$ cat config.mk
export PLATFORM = sky130hd
export DESIGN_NAME = sd_to_binary_converter
export DESIGN_NICKNAME = d
export VERILOG_FILES = /design/src/rtl/sd_to_binary_converter.sv
export SDC_FILE = /design/constraint.sdc
export NUM_CORES = 1
export LEC_CHECK = 0
export ABC_AREA = 1
export BUFFER_PORTS_ARGS = -buffer_cell sky130_fd_sc_hd__buf_4
export CAP_MARGIN = 30
export CORE_MARGIN = 2
export CORE_UTILIZATION = 34
export CTS_BUF_LIST = sky130_fd_sc_hd__clkbuf_8
export DETAILED_ROUTE_END_ITERATION = 7
export GPL_ROUTABILITY_DRIVEN = 0
export PLACE_DENSITY = 0.61
export SLEW_MARGIN = 20
export SYNTH_ARGS = -nofsm -noshare
export SYNTH_HDL_FRONTEND = slang
export SYNTH_SLANG_ARGS = --single-unit
$ cat constraint.sdc
create_clock -name clk -period 1.5 [get_ports clk]
set_input_delay 0.3 -clock clk [delete_from_list [all_inputs] [get_ports clk]]
set_output_delay 0.3 -clock clk [all_outputs]
set_load 0.005 [all_outputs]
$ cat src/rtl/sd_to_binary_converter.sv
// Signed-digit to two's-complement converter, one digit per cycle MSD first,
// using on-the-fly Q/QM conversion (concatenation only, no carry-propagate adder).
module sd_to_binary_converter #(
    parameter int no_of_digits = 4,
    parameter int radix_bits   = 3
) (
    input  logic                                       clk,
    input  logic                                       reset,
    input  logic [no_of_digits*radix_bits-1:0]         sd_vec,
    input  logic                                       in_valid,
    output logic                                       in_ready,
    output logic [no_of_digits*(radix_bits-1):0]       result,
    output logic                                       out_valid,
    input  logic                                       out_ready,
    output logic                                       err
);

    localparam int B  = radix_bits - 1;
    localparam int W  = no_of_digits * B + 1;
    localparam int VW = no_of_digits * radix_bits;
    localparam int CW = $clog2(no_of_digits + 1);

    typedef enum logic [1:0] {
        IDLE    = 2'd0,
        CONVERT = 2'd1,
        HOLD    = 2'd2
    } state_t;

    state_t                state_r;
    logic [VW-1:0]         shreg_r;
    logic [W-1:0]          q_r;
    logic [W-1:0]          qm_r;
    logic [CW-1:0]         cnt_r;
    logic                  err_acc_r;
    logic [W-1:0]          result_r;
    logic                  err_r;
    logic                  in_ready_r;
    logic                  out_valid_r;

    logic [radix_bits-1:0] digit_s;
    logic                  digit_neg_s;
    logic                  digit_pos_s;
    logic                  digit_illegal_s;
    logic [B-1:0]          digit_lo_s;
    logic [B-1:0]          digit_m1_lo_s;
    logic [W-1:0]          q_next_s;
    logic [W-1:0]          qm_next_s;
    logic                  last_digit_s;
    logic                  err_next_s;

    // Decode the current top digit and form the next Q/QM by concatenation.
    // Adding R leaves the low b bits unchanged, so (R+d) and (R-1+d) reduce to d and d-1.
    always_comb begin
        digit_s         = shreg_r[VW-1 -: radix_bits];
        digit_neg_s     = digit_s[radix_bits-1];
        digit_lo_s      = digit_s[B-1:0];
        digit_m1_lo_s   = digit_lo_s - B'(1);
        digit_illegal_s = (digit_s == {1'b1, {B{1'b0}}});
        digit_pos_s     = 1'b0;
        if (!digit_neg_s && (digit_lo_s != {B{1'b0}})) begin
            digit_pos_s = 1'b1;
        end else begin
            digit_pos_s = 1'b0;
        end

        q_next_s = {q_r[W-1-B:0], digit_lo_s};
        if (digit_neg_s) begin
            q_next_s = {qm_r[W-1-B:0], digit_lo_s};
        end else begin
            q_next_s = {q_r[W-1-B:0], digit_lo_s};
        end

        qm_next_s = {qm_r[W-1-B:0], digit_m1_lo_s};
        if (digit_pos_s) begin
            qm_next_s = {q_r[W-1-B:0], digit_m1_lo_s};
        end else begin
            qm_next_s = {qm_r[W-1-B:0], digit_m1_lo_s};
        end

        last_digit_s = (cnt_r == CW'(no_of_digits - 1));
        err_next_s   = err_acc_r | digit_illegal_s;
    end

    // Control FSM with datapath registers and registered handshake/result outputs.
    always_ff @(posedge clk or negedge reset) begin
        if (!reset) begin
            state_r     <= IDLE;
            shreg_r     <= '0;
            q_r         <= '0;
            qm_r        <= '1;
            cnt_r       <= '0;
            err_acc_r   <= 1'b0;
            result_r    <= '0;
            err_r       <= 1'b0;
            in_ready_r  <= 1'b1;
            out_valid_r <= 1'b0;
        end else begin
            case (state_r)
                IDLE: begin
                    if (in_valid) begin
                        shreg_r    <= sd_vec;
                        q_r        <= '0;
                        qm_r       <= '1;
                        cnt_r      <= '0;
                        err_acc_r  <= 1'b0;
                        in_ready_r <= 1'b0;
                        state_r    <= CONVERT;
                    end
                end
                CONVERT: begin
                    shreg_r   <= shreg_r << radix_bits;
                    q_r       <= q_next_s;
                    qm_r      <= qm_next_s;
                    cnt_r     <= cnt_r + CW'(1);
                    err_acc_r <= err_next_s;
                    if (last_digit_s) begin
                        // A vector with any illegal digit reports zero rather than a wrapped value.
                        result_r    <= err_next_s ? '0 : q_next_s;
                        err_r       <= err_next_s;
                        out_valid_r <= 1'b1;
                        state_r     <= HOLD;
                    end
                end
                HOLD: begin
                    if (out_ready) begin
                        out_valid_r <= 1'b0;
                        in_ready_r  <= 1'b1;
                        state_r     <= IDLE;
                    end
                end
                default: begin
                    out_valid_r <= 1'b0;
                    in_ready_r  <= 1'b1;
                    state_r     <= IDLE;
                end
            endcase
        end
    end

    assign in_ready  = in_ready_r;
    assign out_valid = out_valid_r;
    assign result    = result_r;
    assign err       = err_r;

endmodule

After elaboration in Yosys (flattened, before gate mapping)
Index checks and enable logic that the tools add are counted.
{"block": "word_totals", "in_bits": 16, "reg_bits": 44}
{"block": "classes", "n_mux": 23, "add_sub_neg": 2, "reduce_logical": 10, "eq_ne": 7, "bitwise_logic": 3}
{"cell": "$pmux 7 s2", "count": 2}
{"cell": "$pmux 12 s2", "count": 1}
{"cell": "$mux 7", "count": 3}
{"cell": "$mux 9", "count": 2}
{"cell": "$mux 12", "count": 1}
{"cell": "$reduce_and 3->1", "count": 3}
{"cell": "$mux 2", "count": 3}
{"cell": "$ne 2x2->1 const B", "count": 3}
{"cell": "$pmux 1 s3", "count": 2}
{"cell": "$pmux 2 s3", "count": 1}
{"cell": "$pmux 3 s2", "count": 1}
{"cell": "$mux 1", "count": 5}
{"cell": "$reduce_and 2->1", "count": 2}
{"cell": "$reduce_bool 2->1", "count": 2}
{"cell": "$add 3x1->3 const B", "count": 1}
{"cell": "$eq 3x2->1 const B", "count": 1}
{"cell": "$eq 3x3->1 const B", "count": 1}
{"cell": "$mux 3", "count": 1}
{"cell": "$eq 2x1->1 const B", "count": 1}
{"cell": "$eq 2x2->1 const B", "count": 1}
{"cell": "$logic_not 2->1", "count": 1}
{"cell": "$not 1->1", "count": 2}
{"cell": "$pmux 1 s2", "count": 1}
{"cell": "$sub 2x1->2 const B", "count": 1}
{"cell": "3 further kinds", "count": 3}

Logic depth before layout (Yosys ltp)
{"block": "depth", "depth_word": 5, "mapped_depth": 8}

Least setup slack after synthesis
No wires, ideal clock.
{"block": "synth_timing", "kind": "reg2reg", "from": "register cnt_r[0]", "to": "register state_r[1]", "setup_ns": 0.128, "required_ns": 1.372, "path_slack_ns": 0.223, "path_buffers": 1, "arrival_time_ns": 1.148, "period_less_slack_ns": 1.277, "stages_incl_launch_ff": 6, "cell_sequence": "dfrtp_1 > ha_1 > ha_1 > nand3_1 > buf_2 > o31ai_1"}
{"block": "synth_between", "elab_chain_cells": 3}
{"item": "start, declared", "line_no": "33", "rtl": "logic [CW-1:0] cnt_r;"}
{"item": "start signal, assigned", "line_no": "114", "rtl": "cnt_r <= cnt_r + CW'(1);"}
{"item": "$eq 3x2->1", "line_no": "80", "rtl": "last_digit_s = (cnt_r == CW'(no_of_digits - 1));"}
{"item": "$ne 2x2->1 (no source line)"}
{"item": "$reduce_and 3->1 (no source line)"}
{"item": "end signal, assigned", "line_no": "87", "rtl": "state_r <= IDLE;"}
{"item": "end signal, assigned", "line_no": "107", "rtl": "state_r <= CONVERT;"}
{"item": "end signal, assigned", "line_no": "121", "rtl": "state_r <= HOLD;"}
{"item": "end, declared", "line_no": "29", "rtl": "state_t state_r;"}
Every way passes these cells.
A chain may end at the register's enable or synchronous reset.

Worst setup path after layout
{"block": "layout_timing", "from": "register cnt_r[0]", "to": "register err_r (netlist: err)"}
{"block": "layout_between", "elab_chain_cells": 2}
{"item": "$eq 3x2->1", "line_no": "80"}
{"item": "$reduce_and 2->1 (no source line)"}
{"item": "end signal, assigned", "line_no": "119", "rtl": "err_r <= err_next_s;"}
{"item": "end, declared", "line_no": "36", "rtl": "logic err_r;"}
Every way passes these cells.

==> results.sh <==
export IMPL_worstMarginPinSlew_ns=0.540
export IMPL_final_cell_mix="nand2_1, inv_1, dfrtp_1"
export IMPL_clkSlewWorstSetupHoldPaths_ns=0.08
export IMPL_core_area_um2=5850
export IMPL_drt_pass1_iter_count=4
export IMPL_cts_tree="yes"
export IMPL_wl_per_cell_um=11.1
export IMPL_crit_type="reg -> reg"
export IMPL_io_buffers=27
export IMPL_setup_viol=0
export IMPL_violations="negative hold slack"
export IMPL_drive_above_1_share_pct=18.3
export IMPL_ys_warn_count=0
export IMPL_path_delay_family="flip-flops"
export IMPL_grt_use_total_pct=14.5
export IMPL_startpoint_type="flip-flop"
export IMPL_ios=28
export IMPL_pwr_share_clk_pct=14.4
export IMPL_critPathArrivalTime_ns=1.56
export IMPL_syn_inst=258
export IMPL_via_per_inst=4.47
export IMPL_cp_common_cell="ha_1"
export IMPL_row_count=28
export IMPL_crit_fanout=10
export IMPL_p_int_w=0.00313
export IMPL_synthXorXnorAreaFrac_pct=0
export IMPL_nets=308
export IMPL_clkSinkCount=44
export IMPL_dpl_cell_area_um2=2350
export IMPL_synth_cell_types=19
export IMPL_crit_buf_inv=1
export IMPL_finalWirelength_um=4050
export IMPL_finalCritPeriodShare_pct=92.0
export IMPL_insertion_delay_ns=0.30
export IMPL_cp_slowest_cell="dfrtp_1"
export IMPL_slew_headroom_pct=64.0
export IMPL_synth_area_um2=2050
export IMPL_htree_levels=2
export IMPL_share_seq_of_total_power_pct=40.4
export IMPL_die_x_um=81.6
export IMPL_synth_fa_ha_area_share_pct=1.83
export IMPL_vias=1632
export IMPL_hpwl_um=2820
export IMPL_synth_yosys_seq_area_share_pct=54.3
export IMPL_ff_latch_area_um2=1110
export IMPL_antenna_found_initial=0
export IMPL_crit_chain="ha_1, ha_1, nand3_1, buf_4, a21oi_1"
export IMPL_crit_required_ns=1.68
export IMPL_synth_simple_area_share_pct=28.1
export IMPL_final_max_slew_viol_count=0
export IMPL_antenna_cells=0
export IMPL_max_clock_freq_mhz=724
export IMPL_dieHeight_um=81.6
export IMPL_clock_path_buffers=2
export IMPL_ir_worst_vdd_v=0.000785
export IMPL_ys_ff_latch=44
export IMPL_n_fill_cell=613
export IMPL_synth_compound_area_share_pct=6.24
export IMPL_drv_cap=0
export IMPL_crit_path_end_kind="flip-flop"
export IMPL_fin_area_um2=2440
export IMPL_synth_top_family_by_area="simple AND/OR/NAND/NOR gates"
export IMPL_min_path_type="in -> async"
export IMPL_finalHoldViolCount=36
export IMPL_min_period_ns=1.38
export IMPL_layout_commonest_cell="nand2_1"
export IMPL_post_cts_buffers=0
export IMPL_grt_pass1_vias=1622
export IMPL_cts_root_buf="clkbuf_8"
export IMPL_combPwrFrac_pct=45.1
export IMPL_grt_max_degree=45
export IMPL_syn_area_per_cell_um2=7.93
export IMPL_cpPeakStageDelay_ns=0.40
export IMPL_area_growth_pct=19.5
export IMPL_numCtsBuffers=5
export IMPL_p_switching_w=0.00213
export IMPL_power_leakage_nw=1.33
export IMPL_cellPowerDensity_nw_per_um2=2150
export IMPL_dieArea_um2=6650
export IMPL_overflow=0
export IMPL_drt_iter0_markers=120
export IMPL_grt_pass1_wl_um=7420
export IMPL_antenna_left=0
export IMPL_finalClockSkew_ns=0.00597
export IMPL_run_status="finished with violations"
export IMPL_holdWs_ns=-0.0123
export IMPL_start_util_pct=35.0
export IMPL_synthMuxAreaShare_pct=0
export IMPL_layout_cells_non_filler=365
export IMPL_multi_input_area_um2=744
export IMPL_placed_cells=357
export IMPL_rsz0062_at_grt="no"
export IMPL_p_sw_share_pct=40.5
export IMPL_synth_nets=277
export IMPL_ctsHoldBuffers=0
export IMPL_ctsResizeCount=0
export IMPL_fin_tns_setup_ns=0
export IMPL_drc=0
-- stage by stage --
stage	setup WS [ns]	power (W)	hold slack, ns	util [%]
finish	0.119	0.00525	-0.0123	41.8
global route	0.00803	0.00586	0.0209	41.8
CTS	0.0731	0.00531	0.00680	41.7
detailed placement	0.0990	0.00454	0.327	40.1
global placement	0.132	0.00450	0.326	40.1
floorplan	0.223	0.00373	0.00441	-
-- cell usage after synthesis --
cell type  count  area [um2]
o22ai_1        2        12.5
nor2_2         2        12.5
dfstp_2        8         210
inv_2          1        3.75
nand3b_1       4        30.0
o21ai_0       17        85.1
buf_4          3        22.5
nand2_1      105         394
inv_1         37         139
o21a_1         1        7.51
buf_2          6        30.0
dfrtp_1       36         901
a21oi_1        2        10.0
nor2_1         7        26.3
nand2_2        1        6.26
o31ai_1        1        7.51
o21ai_1        1        5.00
nand3_1       21         105
ha_1           3        37.5
-- registers in the layout (all words and copies together), names as in the netlist --
name,count
q_r,7
qm_r,7
shreg_r,12
err,1
err_acc_r,1
in_ready,1
out_valid,1
state_r,2
cnt_r,3
result,9
-- cell type report --
cell class	instances	share of cell area (%)
well taps	75	3.84
multi-input cells	167	30.5
clock buffers	6	3.38
inverters	38	5.83
flip-flops and latches	44	45.4
repair buffers	33	10.6
clock inverters	2	0.409
-- per-layer routing --
layer  wire [um]  GRT usage [%]
met2        1750           22.2
met1        2020           20.2
met4          60           4.50
met3         221           3.96
met5           0              0
-- cells by family (layout without fill, tap and decap cells) --
family | count (synthesis) | count (layout)
buf+inv | 47 | 79
simple gates | 140 | 140
flops | 44 | 44
compound gates | 24 | 24
fa+ha+maj | 3 | 3
-- power by group through the flow --
stage	Clock, W	Combinational (W)	Sequential (W)
after global routing	0.000838	0.00282	0.00220
after detailed placement	0	0.00239	0.00215
after global placement	0	0.00236	0.00214
after CTS	0.000786	0.00240	0.00213
after floorplan	0	0.00166	0.00207
final	0.000759	0.00237	0.00212
-- path summary, 6_finish.rpt --
check / from / endpoint / slack (ns) / cells past startpoint
hold / removal: reset / result[1] / -0.01 / 1
setup / recovery: cnt_r[0] / err / 0.12 / 5
hold reg to reg: cnt_r[1] / cnt_r[1] / 0.48 / 2
max in group asynchronous: reset / qm_r[5] / 1.14 / 1
min in group clk: out_ready / state_r[1] / 0.20 / 2
setup reg to reg: cnt_r[0] / err / 0.12 / 5
-- worst register-to-register path, cell delays in order (launching register included) --
cell	delay, ns
dfrtp_1	0.40
ha_1	0.20
ha_1	0.19
nand3_1	0.19
buf_4	0.21
a21oi_1	0.08
No activity file was read; power rests on OpenSTA's default activity.
